===== src/rtl/uart_rx_word_assembler.sv =====
// 8N1 UART receiver that rebuilds 32-bit words from 4 data bytes + terminator.
// Ports: clk, rst_n, rx_serial, rd_ack in; word_data, word_valid, frame_err, overrun out.
module uart_rx_word_assembler #(
  parameter int          CLKS_PER_BIT = 868,
  parameter logic [7:0]  TERM_BYTE    = 8'h0A
) (
  input  logic        clk,
  input  logic        rst_n,
  input  logic        rx_serial,
  input  logic        rd_ack,
  output logic [31:0] word_data,
  output logic        word_valid,
  output logic        frame_err,
  output logic        overrun
);

  localparam int CW = $clog2(CLKS_PER_BIT);

  localparam logic [CW-1:0] LAST_CNT = CW'(CLKS_PER_BIT - 1);
  localparam logic [CW-1:0] HALF_CNT = CW'(CLKS_PER_BIT / 2 - 1);

  localparam logic [2:0] S_IDLE  = 3'd0;
  localparam logic [2:0] S_START = 3'd1;
  localparam logic [2:0] S_DATA  = 3'd2;
  localparam logic [2:0] S_STOP  = 3'd3;
  localparam logic [2:0] S_WAIT  = 3'd4;

  logic          rx_meta_q;
  logic          rx_s_q;

  logic [2:0]    state_q, state_d;
  logic [CW-1:0] cnt_q, cnt_d;
  logic [2:0]    bit_q, bit_d;
  logic [7:0]    shreg_q, shreg_d;
  logic          byte_vld_q, byte_vld_d;
  logic          stop_err;

  logic [31:0]   asm_q, asm_d;
  logic [2:0]    bcnt_q, bcnt_d;
  logic          asm_err;
  logic          complete;

  logic [31:0]   word_q, word_d;
  logic          valid_q, valid_d;
  logic          ferr_q, ovr_q, ovr_d;

  always_ff @(posedge clk or negedge rst_n) begin
    if (!rst_n) begin
      rx_meta_q <= 1'b1;
      rx_s_q    <= 1'b1;
    end else begin
      rx_meta_q <= rx_serial;
      rx_s_q    <= rx_meta_q;
    end
  end

  always_comb begin
    state_d    = state_q;
    cnt_d      = cnt_q;
    bit_d      = bit_q;
    shreg_d    = shreg_q;
    byte_vld_d = 1'b0;
    stop_err   = 1'b0;
    unique case (state_q)
      S_IDLE: begin
        if (!rx_s_q) begin
          cnt_d   = '0;
          state_d = S_START;
        end
      end
      S_START: begin
        if (cnt_q == HALF_CNT) begin
          cnt_d = '0;
          bit_d = '0;
          // A high line at mid start bit is a glitch.
          state_d = rx_s_q ? S_IDLE : S_DATA;
        end else begin
          cnt_d = cnt_q + 1'b1;
        end
      end
      S_DATA: begin
        if (cnt_q == LAST_CNT) begin
          cnt_d   = '0;
          shreg_d = {rx_s_q, shreg_q[7:1]};
          bit_d   = bit_q + 1'b1;
          if (bit_q == 3'd7) state_d = S_STOP;
        end else begin
          cnt_d = cnt_q + 1'b1;
        end
      end
      S_STOP: begin
        if (cnt_q == LAST_CNT) begin
          cnt_d = '0;
          if (rx_s_q) begin
            byte_vld_d = 1'b1;
            state_d    = S_IDLE;
          end else begin
            stop_err = 1'b1;
            state_d  = S_WAIT;
          end
        end else begin
          cnt_d = cnt_q + 1'b1;
        end
      end
      S_WAIT: begin
        if (rx_s_q) state_d = S_IDLE;
      end
      default: state_d = S_IDLE;
    endcase
  end

  // shreg_q stays stable after the stop sample, so the
  // assembler reads it one cycle later alongside byte_vld_q.
  always_comb begin
    asm_d    = asm_q;
    bcnt_d   = bcnt_q;
    asm_err  = 1'b0;
    complete = 1'b0;
    if (stop_err) begin
      bcnt_d = '0;
      asm_d  = '0;
    end else if (byte_vld_q) begin
      if (bcnt_q != 3'd4) begin
        if (shreg_q == TERM_BYTE) begin
          asm_err = 1'b1;
          bcnt_d  = '0;
          asm_d   = '0;
        end else begin
          asm_d  = {asm_q[23:0], shreg_q};
          bcnt_d = bcnt_q + 1'b1;
        end
      end else begin
        bcnt_d = '0;
        if (shreg_q == TERM_BYTE) begin
          complete = 1'b1;
        end else begin
          asm_err = 1'b1;
          asm_d   = '0;
        end
      end
    end
  end

  always_comb begin
    word_d  = word_q;
    valid_d = valid_q;
    ovr_d   = 1'b0;
    if (complete) begin
      if (!valid_q || rd_ack) begin
        word_d  = asm_q;
        valid_d = 1'b1;
      end else begin
        ovr_d = 1'b1;
      end
    end else if (valid_q && rd_ack) begin
      valid_d = 1'b0;
    end
  end

  always_ff @(posedge clk or negedge rst_n) begin
    if (!rst_n) begin
      state_q    <= S_IDLE;
      cnt_q      <= '0;
      bit_q      <= '0;
      shreg_q    <= '0;
      byte_vld_q <= 1'b0;
      asm_q      <= '0;
      bcnt_q     <= '0;
      word_q     <= '0;
      valid_q    <= 1'b0;
      ferr_q     <= 1'b0;
      ovr_q      <= 1'b0;
    end else begin
      state_q    <= state_d;
      cnt_q      <= cnt_d;
      bit_q      <= bit_d;
      shreg_q    <= shreg_d;
      byte_vld_q <= byte_vld_d;
      asm_q      <= asm_d;
      bcnt_q     <= bcnt_d;
      word_q     <= word_d;
      valid_q    <= valid_d;
      ferr_q     <= stop_err | asm_err;
      ovr_q      <= ovr_d;
    end
  end

  assign word_data  = word_q;
  assign word_valid = valid_q;
  assign frame_err  = ferr_q;
  assign overrun    = ovr_q;

endmodule


===== config.mk =====
export PLATFORM = sky130hd
export DESIGN_NAME = uart_rx_word_assembler
export DESIGN_NICKNAME = d
export VERILOG_FILES = /design/src/rtl/uart_rx_word_assembler.sv
export SDC_FILE = /design/constraint.sdc
export NUM_CORES = 1
export LEC_CHECK = 0
export BUFFER_PORTS_ARGS = -buffer_cell sky130_fd_sc_hd__buf_2
export CAP_MARGIN = 20
export CORE_MARGIN = 5
export CORE_UTILIZATION = 55
export CTS_CLUSTER_SIZE = 28
export DETAILED_ROUTE_END_ITERATION = 10
export PLACE_DENSITY = 0.73
export SLEW_MARGIN = 20
export SYNTH_ARGS = -nofsm -noshare
export SYNTH_HDL_FRONTEND = slang
export SYNTH_SLANG_ARGS = --single-unit

===== constraint.sdc =====
create_clock -name clk -period 3.3 [get_ports clk]
set_clock_uncertainty 0.2 [all_clocks]
set_input_delay 0.66 -clock clk [delete_from_list [all_inputs] [get_ports clk]]
set_output_delay 0.66 -clock clk [all_outputs]
set_load 0.01 [all_outputs]

# After elaboration in Yosys (flattened, before gate mapping)
# Cells that the tools add are included.
[word_totals] input_bits=4 ff_bits=97 out_inout_bits=35 elab_cells=94
[classes] reduce_logical=16 bitwise_logic=1 eq_ne=17 n_addsub=3 n_mux=44
[op_table] cell="32-bit two-way mux" n=5
[op_table] cell="3-bit two-way mux" n=13
[op_table] cell="10-bit two-way mux" n=3
[op_table] cell="10-bit one-hot mux with 3 select lines" n=1
[op_table] cell="1-bit two-way mux" n=19
[op_table] cell="3-bit one-hot mux with 5 select lines" n=1
[op_table] cell="2-bit inequality test (second input constant)" n=6
[op_table] cell="10-bit by 1-bit adder with 10-bit output (second input constant)" n=1
[op_table] cell="10-bit equality test (second input constant)" n=1
[op_table] cell="10-bit by 9-bit equality test with 1-bit output (second input constant)" n=1
[op_table] cell="2-bit AND reduction" n=5
[op_table] cell="8-bit by 4-bit equality test with 1-bit output (second input constant)" n=1
[op_table] cell="3-bit by 1-bit adder with 3-bit output (second input constant)" n=2
[op_table] cell="3-bit by 2-bit equality test with 1-bit output (second input constant)" n=2
[op_table] cell="3-bit equality test (second input constant)" n=2
[op_table] cell="3-bit inequality test (second input constant)" n=2
[op_table] cell="3-bit one-hot mux with 2 select lines" n=1
[op_table] cell="6-bit AND reduction" n=1
[op_table] cell="2-bit nonzero test" n=3
[op_table] cell="3-bit by 1-bit equality test with 1-bit output (second input constant)" n=1
[op_table] cell="3-bit zero test" n=1
[op_table] cell="3-bit AND reduction" n=1
[op_table] cell="3-bit nonzero test" n=1
[op_table] cell="2-bit two-way mux" n=1
[op_table] cell="6 further kinds" n=6

# Logic depth before layout (Yosys ltp)
# Gate-level depths: netlist of run 1.
[depth] depth_word=7 depth_mapped=10 mapped_depth_nobuf=8

# Least setup slack after synthesis of run 1
# No wires, ideal clock.
[synth_path] path_kind="register -> register" start="register shreg_q[4]" end="register word_q[0] (netlist: word_data[0])" required_time_ns=2.975 path_slack_ns=0.770 n_path_buf=2 path_stages_with_launch=9 setup_ns=0.125 period_less_slack_ns=2.530 arrival_time_ns=2.205 path_cell_list="dfrtp_1 > or4_1 > nor2_1 > ha_1 > nand2_1 > or3_1 > buf_6 > buf_6 > mux2_4"
[synth_between] elab_chain_len=6
[synth_rtl] item="from (decl)" line_no="34" source="logic [7:0] shreg_q, shreg_d;"
[synth_rtl] item="from (signal assigned)" line_no="177" source="shreg_q <= shreg_d;"
[synth_rtl] item="8-bit by 4-bit equality test with 1-bit output" line_no="134" source="if (shreg_q == TERM_BYTE) begin"
[synth_rtl] item="1-bit two-way mux" line_no="134"
[synth_rtl] item="1-bit two-way mux" line_no="123" source="if (bcnt_q != 3'd4) begin"
[synth_rtl] item="1-bit two-way mux" line_no="122" source="end else if (byte_vld_q) begin"
[synth_rtl] item="1-bit two-way mux" line_no="119" source="if (stop_err) begin"
[synth_rtl] item="2-bit AND reduction (no line)"
[synth_rtl] item="to (signal assigned)" line_no="181" source="word_q <= word_d;"
[synth_rtl] item="to (decl)" line_no="43" source="logic [31:0] word_q, word_d;"
# No other way between the ends.
# A chain may end at the register's enable or synchronous reset.

# Worst setup path after layout of run 1
[layout_path] start="register shreg_q[4]" end="register word_q[9] (netlist: word_data[9])"
# Same word-level chain as after synthesis.

==> run_results.csv, run 1 <==
group,metric,value,unit
power,leakagePower,2.476,nW
worst_setup_path,critical_path.max_stage_delay,0.64,ns
floorplanning,chipWidth,97.95,um
worst_setup_path,cp_data_required_time,3.35,ns
timing,period_needed,2.786,ns
placed_design,dp_hpwl,5188,um
timing,tightest_slew,0.6388,ns
clocking,clkLatencyLatePin,0.37,ns
min_path,hold_class,"in -> async",
timing,fin_crit_sh,0.8441,
clocking,clk_path_buf_depth,2,
power,p_per_area,429.3,nW/um^2
placed_design,globalplace.congestion,0.8397,
status,outcome,"completed",
global_routing,grt_pass1_wl,13700,um
power,max-vdd-ir-drop,0.2686,mV
clocking,holdBufCountCts,0,
drt,drt_iter0_markers,149,
synthesis,yosysUniqueCellTypes,55,
synthesis,synth_flop_cell,"dfrtp_1",
floorplanning,row_count,32,
drt,wl_per_cell,16.50,um
worst_setup_path,r2r_start,"shreg_q[4]$_DFFE_PN0P_",
worst_setup_path,critPathKind,"reg -> reg",
worst_setup_path,worstRegToRegCells,7,
finish,layout-drive-gt1-share,0.2960,
job,cap_violations,0,
synthesis,yosys-top-cells-count,"dfrtp_1 (95), nor2_1 (41), a22oi_1 (32)",
timing,rsz0062_at_grt,"no",
floorplanning,core_area,7647,sq um
drt,drt_wl_total,7871,um
finish,layout.nets,381,
clocking,post_cts_resized,0,
timing,slew_headroom,0.5741,
clocking,cts_buffers,9,
power,swShare,0.2259,
timing,clock.fmax,0.3590,GHz
clocking,cts_sinks,97,
worst_setup_path,reg2reg_to,"word_data[9]$_DFFE_PN0P_",
placed_design,portBuffers,38,
worst_setup_path,r2r_slack,0.51,ns
clocking,clk_pin_slew,0.09,ns
global_routing,antenna_found_initial,0,
finish,area_growth_syn_to_layout,11.50,%
timing,slew_viol_final,0,
synthesis,synth_seq_cells,97,
worst_setup_path,worstPathCellList,"or4_1 -> nor2_1 -> ha_1 -> nand2_1 -> or3_2 -> buf_12 -> mux2_4",
synthesis,syn_avg_cell_area,12.66,sq um
drt,num_vias,2736,
timing,setup_tns,0,ns
synthesis,postSynth.asyncResetShare,1.000,
synthesis,synth_area_leaders,"dfrtp_1 (56%), mux2_4 (11%), a22oi_1 (5.6%)",
timing,hold_viol_final,0,
power,p_comb_frac,0.014,
clocking,post-cts-setup-buffers,0,
drt,avgViaCountPerCell,5.736,
clocking,h-tree-depth,3,
drt,ant_nets,0,
global_routing,overflow,0,
worst_setup_path,crit_slowest_cell,"or4_1",
synthesis,synth_top_area_frac,0.5588,
global_routing,grt_max_degree,50,
worst_setup_path,cp.arrival,2.84,ns
floorplanning,dieArea,9593,sq um
clocking,cts_tree,"built",
worst_setup_path,start_kind,"flip-flop",
synthesis,syn_area,4254,sq um
synthesis,synth_edf_count,0,
worst_setup_path,critPathMaxFanout,32,
synthesis,synth_fp_nets,347,
synthesis,yosysWarningCount,0,
power,clockPowerShare,0.401,
floorplanning,die-height,97.95,um
synthesis,synth.most_common_cell,"dfrtp_1",
power,seq_power_share,0.585,
floorplanning,start_util,0.5563,
power,power,2.036,mW
timing,setup_viol,0,
power,p_int,1.576,mW
global_routing,track_usage,0.1749,
synthesis,syn-instance-count,336,
power,switchingPower,0.4599,mW
global_routing,grt_pass1_vias,2727,
drt,drc,0,
worst_setup_path,worstSetupEndpointType,"flip-flop",
synthesis,synth_area_leader_cell,"dfrtp_1",
finish,diodes,0,
clocking,cts_root_buf,"clkbuf_8",
floorplanning,ios,39,
drt,drtPass1Iterations,5,
synthesis,ys_seq_area_frac,0.5712,
==> per-layer routing <==
metal  up-vias  global-route usage  share of wire
li1       1294                   -              -
met1      1382              0.2431           0.46
met2        49              0.2707           0.48
met3        11             0.04929          0.042
met4         0             0.04899          0.012
met5         -                   0              0
==> cell families after synthesis <==
group                      Yosys count  share of synthesized area
adders and majority gates            7                    0.02059
muxes                               41                     0.1347
AOI/OAI and AO/OA                   70                     0.1229
buffers and inverters               29                    0.03529
DFF                                 97                     0.5712
and+or+nand+nor                     92                     0.1153
==> cells in the final DEF (no fill, tap or decap), drive strengths merged, types with 3 or more instances in the layout <==
cell type,netlist,final
buf,13,43
o21ai,5,5
mux2,40,40
and3,3,3
a21oi,4,4
clkbuf,7,10
nor3b,3,3
a22oi,32,32
a211oi,4,4
nand2,13,13
nor2,41,41
ha,7,7
or3,4,4
inv,9,11
dfrtp,95,95
o31ai,3,3
a31oi,3,3
nand3,5,5
or4,3,3
==> metrics by stage <==
stage                     std cells    util  instance area, sq um  setup WS [ns]  hold WS (ns)
after global placement          461  0.5924                  4531         0.5776        0.1482
after CTS                       477  0.6203                  4743         0.5265        0.1336
after floorplan                 336       -                  4254         0.7697        0.1452
after global routing            477  0.6203                  4743         0.3975        0.1460
after detailed placement        461  0.5924                  4531         0.5410        0.1473
final                           477  0.6203                  4743         0.5144        0.1095
==> power by group through the flow <==
stage,registers [mW],logic (mW),clock network [mW]
after detailed placement,1.21,0.0301,0
after global routing,1.19,0.0339,0.886
after floorplan,1.21,0.00106,0
after CTS,1.19,0.0301,0.832
after global placement,1.21,0.0291,0
final,1.19,0.0278,0.817
==> registers in the layout, indices dropped and copies added, names as in the netlist, 3 cells and up <==
register   count
asm_q         32
state_q        3
bcnt_q         3
shreg_q        8
cnt_q         10
word_data     32
bit_q          3
==> layout make-up <==
cell class / count / area, sq um
clock buffers: 10 / 137.6
clock inverters: 6 / 75.07
fillers: 595 / 2904
inverters: 9 / 33.78
multi-input cells: 210 / 1684
flip-flops and latches: 97 / 2430
well taps: 102 / 127.6
repair buffers: 43 / 255.2
==> worst max path at each step <==
stage                                      start                   endpoint  slack (ns)  cells past startpoint
after CTS                 shreg_q[4]$_DFFE_PN0P_  word_data[17]$_DFFE_PN0P_        0.53                      7
final                     shreg_q[4]$_DFFE_PN0P_   word_data[9]$_DFFE_PN0P_        0.51                      7
after detailed placement  shreg_q[4]$_DFFE_PN0P_  word_data[20]$_DFFE_PN0P_        0.54                      7
after floorplan           shreg_q[4]$_DFFE_PN0P_   word_data[0]$_DFFE_PN0P_        0.77                      8
after global placement    shreg_q[4]$_DFFE_PN0P_   word_data[6]$_DFFE_PN0P_        0.58                      7
after global routing      shreg_q[4]$_DFFE_PN0P_   word_data[9]$_DFFE_PN0P_        0.40                      7
==> worst max-delay path, delay by kind of cell (launching register included) <==
family                     cells  cell delay [ns]
adders and majority gates      1             0.16
buffers and inverters          1             0.21
DFF                            1             0.41
muxes                          1             0.32
and+or+nand+nor                4             1.35
Note: power is estimated with default switching activity, not from simulation.
==> run 2, diff against run 1 <==
- clock period: 3.3 -> 2.7 ns (I/O delays scaled with it)
==> run 2 against run 1 <==
  * Sequential power increased by 23%
  * Critical path depth unchanged
  * Register-to-register slack got worse by 0.39 ns
  * Flip-flop and latch count did not move
  * Count of clock-buffer cells in the layout fell by 1
  * Via count increased by 2.0%
  * Fmax increased by 8.0%
  * Global-route usage increased by 0.12 points
  * Design area is 2.9% higher
  * Non-clock buffer count rose by 16
  * Largest cell class unchanged
  * Highest routed layer unchanged
==> run_results.csv, run 2 (synthesized netlist as in run 1, its figures left out) <==
group,metric,value,unit
worst_setup_path,cp_data_required_time,2.75,ns
power,power,2.390,mW
floorplanning,start_util,0.5563,
worst_setup_path,cp.depth,7,
finish,layout_common_cells,"dfrtp_1 (95), nor2_1 (40), buf_2 (37)",
clocking,clkLatencyLatePin,0.37,ns
placed_design,dp_slack,-0.0004661,ns
floorplanning,ios,39,
worst_setup_path,critical_path.max_stage_delay,0.56,ns
global_routing,grt_pass1_vias,2738,
clocking,cts_sinks,97,
worst_setup_path,start_kind,"flip-flop",
floorplanning,chipWidth,97.95,um
timing,slew_viol_final,0,
timing,fin_crit_sh,0.9553,
worst_setup_path,r2r_start,"shreg_q[4]$_DFFE_PN0P_",
clocking,clk_pin_slew,0.10,ns
drt,num_vias,2791,
drt,ant_nets,0,
timing,clock.fmax,0.3877,GHz
worst_setup_path,critPathTopFamily,"simple AND/OR/NAND/NOR gates",
global_routing,grt_max_degree,42,
finish,area_growth_syn_to_layout,14.71,%
power,max-vdd-ir-drop,0.2913,mV
drt,drt_wl_total,8285,um
global_routing,grt_pass1_wl,13890,um
clocking,clk_path_buf_depth,2,
global_routing,overflow,0,
drt,avgViaCountPerCell,5.661,
timing,hold_viol_final,0,
clocking,cts_root_buf,"clkbuf_8",
worst_setup_path,critPathMaxFanout,16,
worst_setup_path,worstSetupEndpointType,"flip-flop",
finish,layout.nets,397,
finish,layout-drive-gt1-share,0.3274,
placed_design,globalplace.congestion,0.8774,
global_routing,track_usage,0.1760,
placed_design,portBuffers,38,
drt,wl_per_cell,16.81,um
power,p_per_area,489.8,nW/um^2
worst_setup_path,worstRegToRegCells,7,
finish,diodes,0,
worst_setup_path,worstPathCellList,"or4_4 -> nor2_2 -> ha_1 -> nand2_1 -> or3_4 -> clkbuf_16 -> mux2_4",
worst_setup_path,cp.arrival,2.63,ns
finish,final_common_cell,"dfrtp_1",
drt,drtPass1Iterations,4,
worst_setup_path,crit_slowest_cell,"or4_4",
clocking,cts_buffers,9,
floorplanning,die-height,97.95,um
min_path,min-delay-start,"rx_serial",
timing,rsz0062_at_grt,"no",
timing,setup_viol,0,
drt,drt_iter0_markers,93,
clocking,cts_tree,"built",
worst_setup_path,critPathKind,"reg -> reg",
worst_setup_path,startpoint,"shreg_q[4]$_DFFE_PN0P_",
min_path,min_path_cells,1,
drt,drc,0,
floorplanning,row_count,32,
floorplanning,dieArea,9593,sq um
worst_setup_path,cp_num_buf_inv,1,
power,leakagePower,2.554,nW
global_routing,antenna_found_initial,0,
placed_design,dp_hpwl,5570,um
timing,period_needed,2.579,ns
timing,final.setup.worst_slack,0.1206,ns
timing,slew_headroom,0.3473,
floorplanning,core_area,7647,sq um
status,outcome,"completed",
clocking,h-tree-depth,3,
timing,tightest_slew,0.9790,ns
job,cap_violations,0,
min_path,hold_class,"in -> reg",
[run 2: routing by layer]
layer	vias to the layer above	wire length [um]	track usage
met5	-	0	0
met4	0	83	0.05538
met3	7	370	0.03500
met2	75	4052	0.2738
met1	1383	3779	0.2506
li1	1326	-	-
[run 2: worst paths after layout]
kind                                        endpoint  slack (ns)
max in group asynchronous  word_data[18]$_DFFE_PN0P_        1.17
setup reg to reg           word_data[31]$_DFFE_PN0P_        0.12
setup / recovery           word_data[31]$_DFFE_PN0P_        0.12
hold / removal                   rx_meta_q$_DFF_PN1_        0.07
min in group asynchronous      asm_q[30]$_DFFE_PN0P_        0.49
hold reg to reg                     rx_s_q$_DFF_PN1_        0.16
[run 2: layout make-up]
| cell class | instances | area, sq um |
|---|---|---|
| timing repair buffer | 59 | 407.9 |
| inverter | 9 | 33.78 |
| sequential | 97 | 2430 |
| multi-input combinational | 210 | 1694 |
| fill | 571 | 2768 |
| clock buffer | 9 | 123.9 |
| tap | 102 | 127.6 |
| clock inverter | 7 | 62.56 |
[run 2: worst register-to-register path: stages, from the launching register on]
cell and delay, ns:
dfrtp_1 0.41, or4_4 0.56, nor2_2 0.15, ha_1 0.17, nand2_1 0.08, or3_4 0.39, clkbuf_16 0.22, mux2_4 0.30
[run 2: what timing repair did]
item / CTS / global route
cloned: 0 / 1
endpoints found under the hold margin: 37 / 0
hold buffers: 1 / 0
endpoints found under the setup margin: 20 / 32
buffers inserted: 0 / 3
gates resized for setup: 1 / 2
[run 2: through the flow]
step | hold slack [ns] | setup TNS (ns) | utilization | cells | cell area (sq um)
6_report | 0.06872 | 0 | 0.6381 | 493 | 4880
3_3_place_gp | 0.1466 | 0 | 0.6049 | 472 | 4626
4_1_cts | 0.05542 | 0 | 0.6309 | 489 | 4825
2_1_floorplan | 0.04441 | 0 | - | 336 | 4254
5_1_grt | 0.05191 | 0 | 0.6381 | 493 | 4880
3_5_place_dp | 0.1482 | -0.0004661 | 0.6049 | 472 | 4626
[run 2: power breakdown]
group          switching, mW  total (mW)  internal, mW  leakage (nW)
registers            0.00184        1.46          1.45          1.33
clock network          0.545       0.898         0.352        0.0859
logic                 0.0289      0.0363       0.00746          1.13
total                  0.576        2.39          1.81          2.55
